==> config.mk <==
export PLATFORM = sky130hd
export DESIGN_NAME = jt12_interpol_seq
export DESIGN_NICKNAME = d
export VERILOG_FILES = /design/src/rtl/jt12_interpol_seq.sv
export SDC_FILE = /design/constraint.sdc
export NUM_CORES = 1
export LEC_CHECK = 0
export BUFFER_PORTS_ARGS = -buffer_cell sky130_fd_sc_hd__buf_2
export CAP_MARGIN = 40
export CORE_MARGIN = 2
export CORE_UTILIZATION = 45
export CTS_BUF_LIST = sky130_fd_sc_hd__clkbuf_8
export CTS_CLUSTER_DIAMETER = 100
export CTS_CLUSTER_SIZE = 25
export DETAILED_ROUTE_END_ITERATION = 6
export GPL_TIMING_DRIVEN = 1
export PLACE_DENSITY_LB_ADDON = 0.3
export SLEW_MARGIN = 10
export SYNTH_ARGS = -nofsm -noshare
export SYNTH_HDL_FRONTEND = slang
export SYNTH_SLANG_ARGS = --single-unit
==> constraint.sdc <==
create_clock -name clk -period 3.1 [get_ports clk]
set_input_delay 0.62 -clock clk [delete_from_list [all_inputs] [get_ports clk]]
set_output_delay 0.62 -clock clk [all_outputs]
set_load 0.05 [all_outputs]
==> src/rtl/jt12_interpol_seq.sv <==
// Input sequencer for the FM/PSG interpolation FIR.
// A sample_in strobe latches NSRC stereo sources. Each source is then emitted
// in its own slot, followed by ZEROS zero-stuffed slots. Consecutive
// fir_sample strobes are SLOT_LEN clocks apart.
//
// Ports:
//   clk, rst         : clock and synchronous active-high reset
//   sample_in        : frame-start strobe
//   mute[NSRC]       : per-source mute, latched together with the samples
//   left_in/right_in : packed signed sources, source i at [i*W +: W]
//   fir_left/right   : slot data, held between strobes
//   fir_sample       : one-cycle strobe marking valid slot data
//   busy             : high from frame start through the frame_done cycle
//   overrun          : pulse when a sample_in is ignored
//   frame_done       : pulse when the last slot's wait expires
module jt12_interpol_seq #(
  parameter int W        = 9,
  parameter int NSRC     = 2,
  parameter int ZEROS    = 1,
  parameter int SLOT_LEN = 42
) (
  input  logic                  clk,
  input  logic                  rst,
  input  logic                  sample_in,
  input  logic [NSRC-1:0]       mute,
  input  logic [NSRC*W-1:0]     left_in,
  input  logic [NSRC*W-1:0]     right_in,
  output logic signed [W-1:0]   fir_left,
  output logic signed [W-1:0]   fir_right,
  output logic                  fir_sample,
  output logic                  busy,
  output logic                  overrun,
  output logic                  frame_done
);

  localparam int NSLOT = NSRC * (ZEROS + 1);
  localparam int CNT_W = (SLOT_LEN > 1) ? $clog2(SLOT_LEN) : 1;
  localparam int K_W   = (NSLOT > 1) ? $clog2(NSLOT) : 1;
  localparam int SRC_W = (NSRC > 1) ? $clog2(NSRC) : 1;
  localparam logic [CNT_W-1:0] CNT_LAST = CNT_W'(SLOT_LEN - 1);
  localparam logic [K_W-1:0]   K_LAST   = K_W'(NSLOT - 1);

  typedef enum logic [1:0] {IDLE, EMIT, WAIT} state_t;

  state_t                     state;
  logic [K_W-1:0]             k;
  logic [CNT_W-1:0]           cnt;
  logic [NSRC*W-1:0]          shadow_l;
  logic [NSRC*W-1:0]          shadow_r;
  logic [NSRC-1:0]            shadow_mute;

  logic                       last_expiry;
  logic                       start;
  logic [SRC_W-1:0]           src;
  logic                       keep;
  logic signed [W-1:0]        slot_l;
  logic signed [W-1:0]        slot_r;

  // Pick source s out of a packed bank, or zero when the slot is stuffed/muted.
  function automatic logic signed [W-1:0] slot_pick(
    input logic [NSRC*W-1:0] bank,
    input logic [SRC_W-1:0]  s,
    input logic              sel
  );
    logic signed [W-1:0] v;
    v = '0;
    if (sel) v = bank[s*W +: W];
    return v;
  endfunction

  // A sample_in landing on the final WAIT expiry chains straight into a new
  // frame instead of being treated as an overrun.
  assign last_expiry = (state == WAIT) && (cnt == CNT_LAST) && (k == K_LAST);
  assign start       = sample_in && ((state == IDLE) || last_expiry);

  always_comb begin
    src    = SRC_W'(int'(k) / (ZEROS + 1));
    keep   = ((int'(k) % (ZEROS + 1)) == 0) && !shadow_mute[src];
    slot_l = slot_pick(shadow_l, src, keep);
    slot_r = slot_pick(shadow_r, src, keep);
  end

  // Shadow capture: decouples the emitted frame from later input changes.
  always_ff @(posedge clk) begin
    if (start) begin
      shadow_l    <= left_in;
      shadow_r    <= right_in;
      shadow_mute <= mute;
    end
  end

  always_ff @(posedge clk) begin
    if (rst) begin
      state      <= IDLE;
      k          <= '0;
      cnt        <= '0;
      fir_left   <= '0;
      fir_right  <= '0;
      fir_sample <= 1'b0;
      busy       <= 1'b0;
      overrun    <= 1'b0;
      frame_done <= 1'b0;
    end else begin
      fir_sample <= 1'b0;
      overrun    <= 1'b0;
      frame_done <= 1'b0;
      case (state)
        IDLE: begin
          if (sample_in) begin
            state <= EMIT;
            k     <= '0;
            busy  <= 1'b1;
          end else begin
            busy  <= 1'b0;
          end
        end
        EMIT: begin
          fir_left   <= slot_l;
          fir_right  <= slot_r;
          fir_sample <= 1'b1;
          cnt        <= CNT_W'(1);
          state      <= WAIT;
          overrun    <= sample_in;
        end
        WAIT: begin
          if (cnt == CNT_LAST) begin
            if (k != K_LAST) begin
              k       <= k + 1'b1;
              state   <= EMIT;
              overrun <= sample_in;
            end else begin
              // busy stays high for the frame_done cycle; IDLE clears it.
              frame_done <= 1'b1;
              if (sample_in) begin
                k     <= '0;
                state <= EMIT;
              end else begin
                state <= IDLE;
              end
            end
          end else begin
            cnt     <= cnt + 1'b1;
            overrun <= sample_in;
          end
        end
        default: state <= IDLE;
      endcase
    end
  end

endmodule

==> flow_metrics.py <==
metrics = {
    "outcome": {
        "run_status": "completed",
    },
    "timing": {
        "relSlewSlack": 0.690,
        "rsz0062_at_grt": "false",
        "finalHoldViolCount": 0,
        "drv_slew": 0,
        "period_needed_ns": 2.26,
        "fin_tns_setup_ns": 0,
        "worst_pin_slew_ns": 0.463,
        "fmax_mhz": 443,
        "skew_ns": 0.00848,
        "setup_viol": 0,
        "fin_crit_sh": 0.729,
    },
    "pwr": {
        "p_comb_frac": 0.233,
        "power_density_nw_per_um2": 792,
        "p_sw_uw": 846,
        "max-vdd-ir-drop_mv": 0.410,
        "clockPowerShare": 0.302,
        "p_sw_frac": 0.319,
        "p_int_uw": 1800,
        "seqPwrFrac": 0.465,
        "leakage_uw": 0.00136,
    },
    "routing": {
        "drtIter0Drc": 100,
        "ant_nets": 0,
        "drt-total-wl_um": 4700,
        "via_per_inst": 4.89,
        "dr.pass1.iters": 4,
        "vias": 1741,
        "wire_per_inst_um": 13.2,
        "drcViolationCount": 0,
    },
    "logic_synthesis": {
        "postSynthCellCount": 209,
        "synth.distinct_cells": 38,
        "synth_common_cells": "edfxtp_1, dfxtp_1, nand2_1",
        "synthArstFlopShare": 0,
        "synth_seq_area_share": 0.648,
        "yosys_warnings": 0,
        "ys_dominant_reg_cell": "edfxtp_1",
        "synth.most_common_cell": "edfxtp_1",
        "synth-edff-count": 38,
        "synth-seq-cells": 70,
        "yosysTopAreaCell": "edfxtp_1",
        "syn_avg_cell_area_um2": 13.2,
        "syn_area_um2": 2750,
        "synthesis.nets": 258,
        "synth.area.top_cells": "edfxtp_1, dfxtp_1, mux2i_1",
        "synth.top_cell.area_share": 0.415,
    },
    "die": {
        "die_w_um": 82.2,
        "dieArea_um2": 6760,
        "die_h_um": 82.2,
        "rows": 28,
        "ios": 63,
        "initial_utilization": 0.465,
        "core_area_um2": 5920,
    },
    "clock_network": {
        "post_cts_buffers": 0,
        "cts_htree_levels": 3,
        "clk_pin_slew_worst_paths_ns": 0.07,
        "hold_buffers": 0,
        "numClockSinks": 70,
        "cts_max_path_buffers": 2,
        "cts_tree": "yes",
        "ctsResizeCount": 0,
        "cts_made_buffers": 9,
        "root_buffer": "clkbuf_8",
        "worst_skew_pair.late_latency_ns": 0.33,
    },
    "worst_setup_path": {
        "required_ns": 3.08,
        "critPathKind": "flip-flop to flip-flop",
        "critical-path-top-delay-family": "buffers and inverters",
        "worstPathCellList": "inv_1, ha_1, inv_2, nor3_4, and2_1, o21a_2, buf_4",
        "cp-end-kind": "flip-flop",
        "cp.buffers_inverters": 3,
        "slowest_delay_ns": 0.39,
        "setup.worst_path.start_class": "flip-flop",
        "worstPathArrival_ns": 2.24,
        "cp_max_fo": 38,
        "crit_slowest_cell": "buf_4",
    },
    "layout": {
        "diodes": 0,
        "fillers": 530,
        "drive_gt1_frac": 0.352,
        "final_nets": 325,
        "utilization": 0.565,
        "area_delta_synth_final_pct": 21.6,
    },
    "global_routing": {
        "grtUsageTotal": 0.159,
        "grt_max_degree": 39,
        "grt_pass1_vias": 1695,
        "grt_first_pass_wirelength_um": 7770,
        "antenna_found_initial": 0,
        "overflow": 0,
    },
    "job": {
        "maxCapViolations": 0,
    },
    "place": {
        "portBuffers": 62,
        "dpl.hpwl_um": 3160,
        "gp_congestion": 0.863,
    },
    "hold_path": {
        "holdCritPathClass": "flip-flop to flip-flop",
    },
}
[metal layers]
metal,vias to the layer above,wire length (um),GRT usage
met2,59,2280,0.238
li1,889,-,-
met4,0,27,0.0650
met5,-,0,0
met1,791,2070,0.207
met3,2,331,0.0609
[state kept, by name, indices dropped and copies added (netlist names)]
register and count:
fir_sample 1, cnt 6, shadow_l 18, state 2
shadow_r 18, overrun 1, k 2, shadow_mute 2
frame_done 1, fir_right 9, fir_left 9, busy 1
[cells in the final DEF (no fill, tap or decap), drive strengths merged, types with 2 or more instances in the layout]
cell	Yosys	final
mux2i	20	20
o21ai	25	25
buf	6	64
ha	8	8
nor2b	3	3
bufinv	0	2
edfxtp	38	38
dfxtp	32	32
inv	6	9
o31ai	4	4
and2	2	2
or3	2	2
clkbuf	2	9
nand2	23	23
nand3b	5	5
a31oi	2	2
o21a	2	2
a21oi	7	7
nor3	2	2
nor2	12	12
[worst register-to-register path: stages, from the launching register on]
cell and delay [ns]:
dfxtp_1 0.35, inv_1 0.10, ha_1 0.38, inv_2 0.13, nor3_4 0.27, and2_1 0.17
o21a_2 0.12, buf_4 0.39
[cells by family (layout without fill, tap and decap cells)]
| logic type | after synthesis | after routing | share of synthesized area |
|---|---|---|---|
| AO/OA/AOI/OAI | 42 | 42 | 0.0991 |
| adder cells (fa/ha/maj) | 8 | 8 | 0.0364 |
| buffers and inverters | 14 | 86 | 0.0255 |
| flip-flops | 70 | 70 | 0.648 |
| multiplexers | 21 | 21 | 0.0782 |
| AND/OR/NAND/NOR | 54 | 54 | 0.113 |
[power groups by stage]
stage	clock network (uW)	logic [uW]	registers (uW)
4_1_cts	828	626	1240
3_5_place_dp	0	624	1250
2_1_floorplan	0	332	1390
5_1_grt	872	682	1250
6_report	800	617	1230
3_3_place_gp	0	621	1250
[cell type report]
cell class              instances  area [um^2]  share of cell area
clock buffers                   9          124              0.0370
clock inverters                 7         97.6              0.0292
inverters                       6         22.5             0.00673
multi-input cells             125          901               0.269
flip-flops and latches         70         1780               0.533
well taps                      75         93.8              0.0280
repair buffers                 64          325              0.0972
[metrics by stage]
stage | std cells | setup slack (ns) | instance area (um^2) | hold slack [ns] | power, uW
after global placement | 340 | 0.898 | 3120 | 0.433 | 1870
after global routing | 356 | 0.653 | 3350 | 0.426 | 2810
final | 356 | 0.841 | 3350 | 0.448 | 2650
after detailed placement | 340 | 0.835 | 3120 | 0.440 | 1880
after CTS | 356 | 0.836 | 3350 | 0.437 | 2690
after floorplan | 209 | 0.772 | 2750 | 0.470 | 1720
[final timing paths]
kind / from / end / slack [ns] / cells past startpoint
worst max-delay path: state[0] / shadow_l[14] / 0.84 / 7
worst min-delay path: fir_right[0] / fir_right[0] / 0.45 / 2
worst max register to register: state[0] / shadow_l[14] / 0.84 / 7
worst min register to register: fir_right[0] / fir_right[0] / 0.45 / 2
Note: power is estimated with default switching activity, not from simulation.
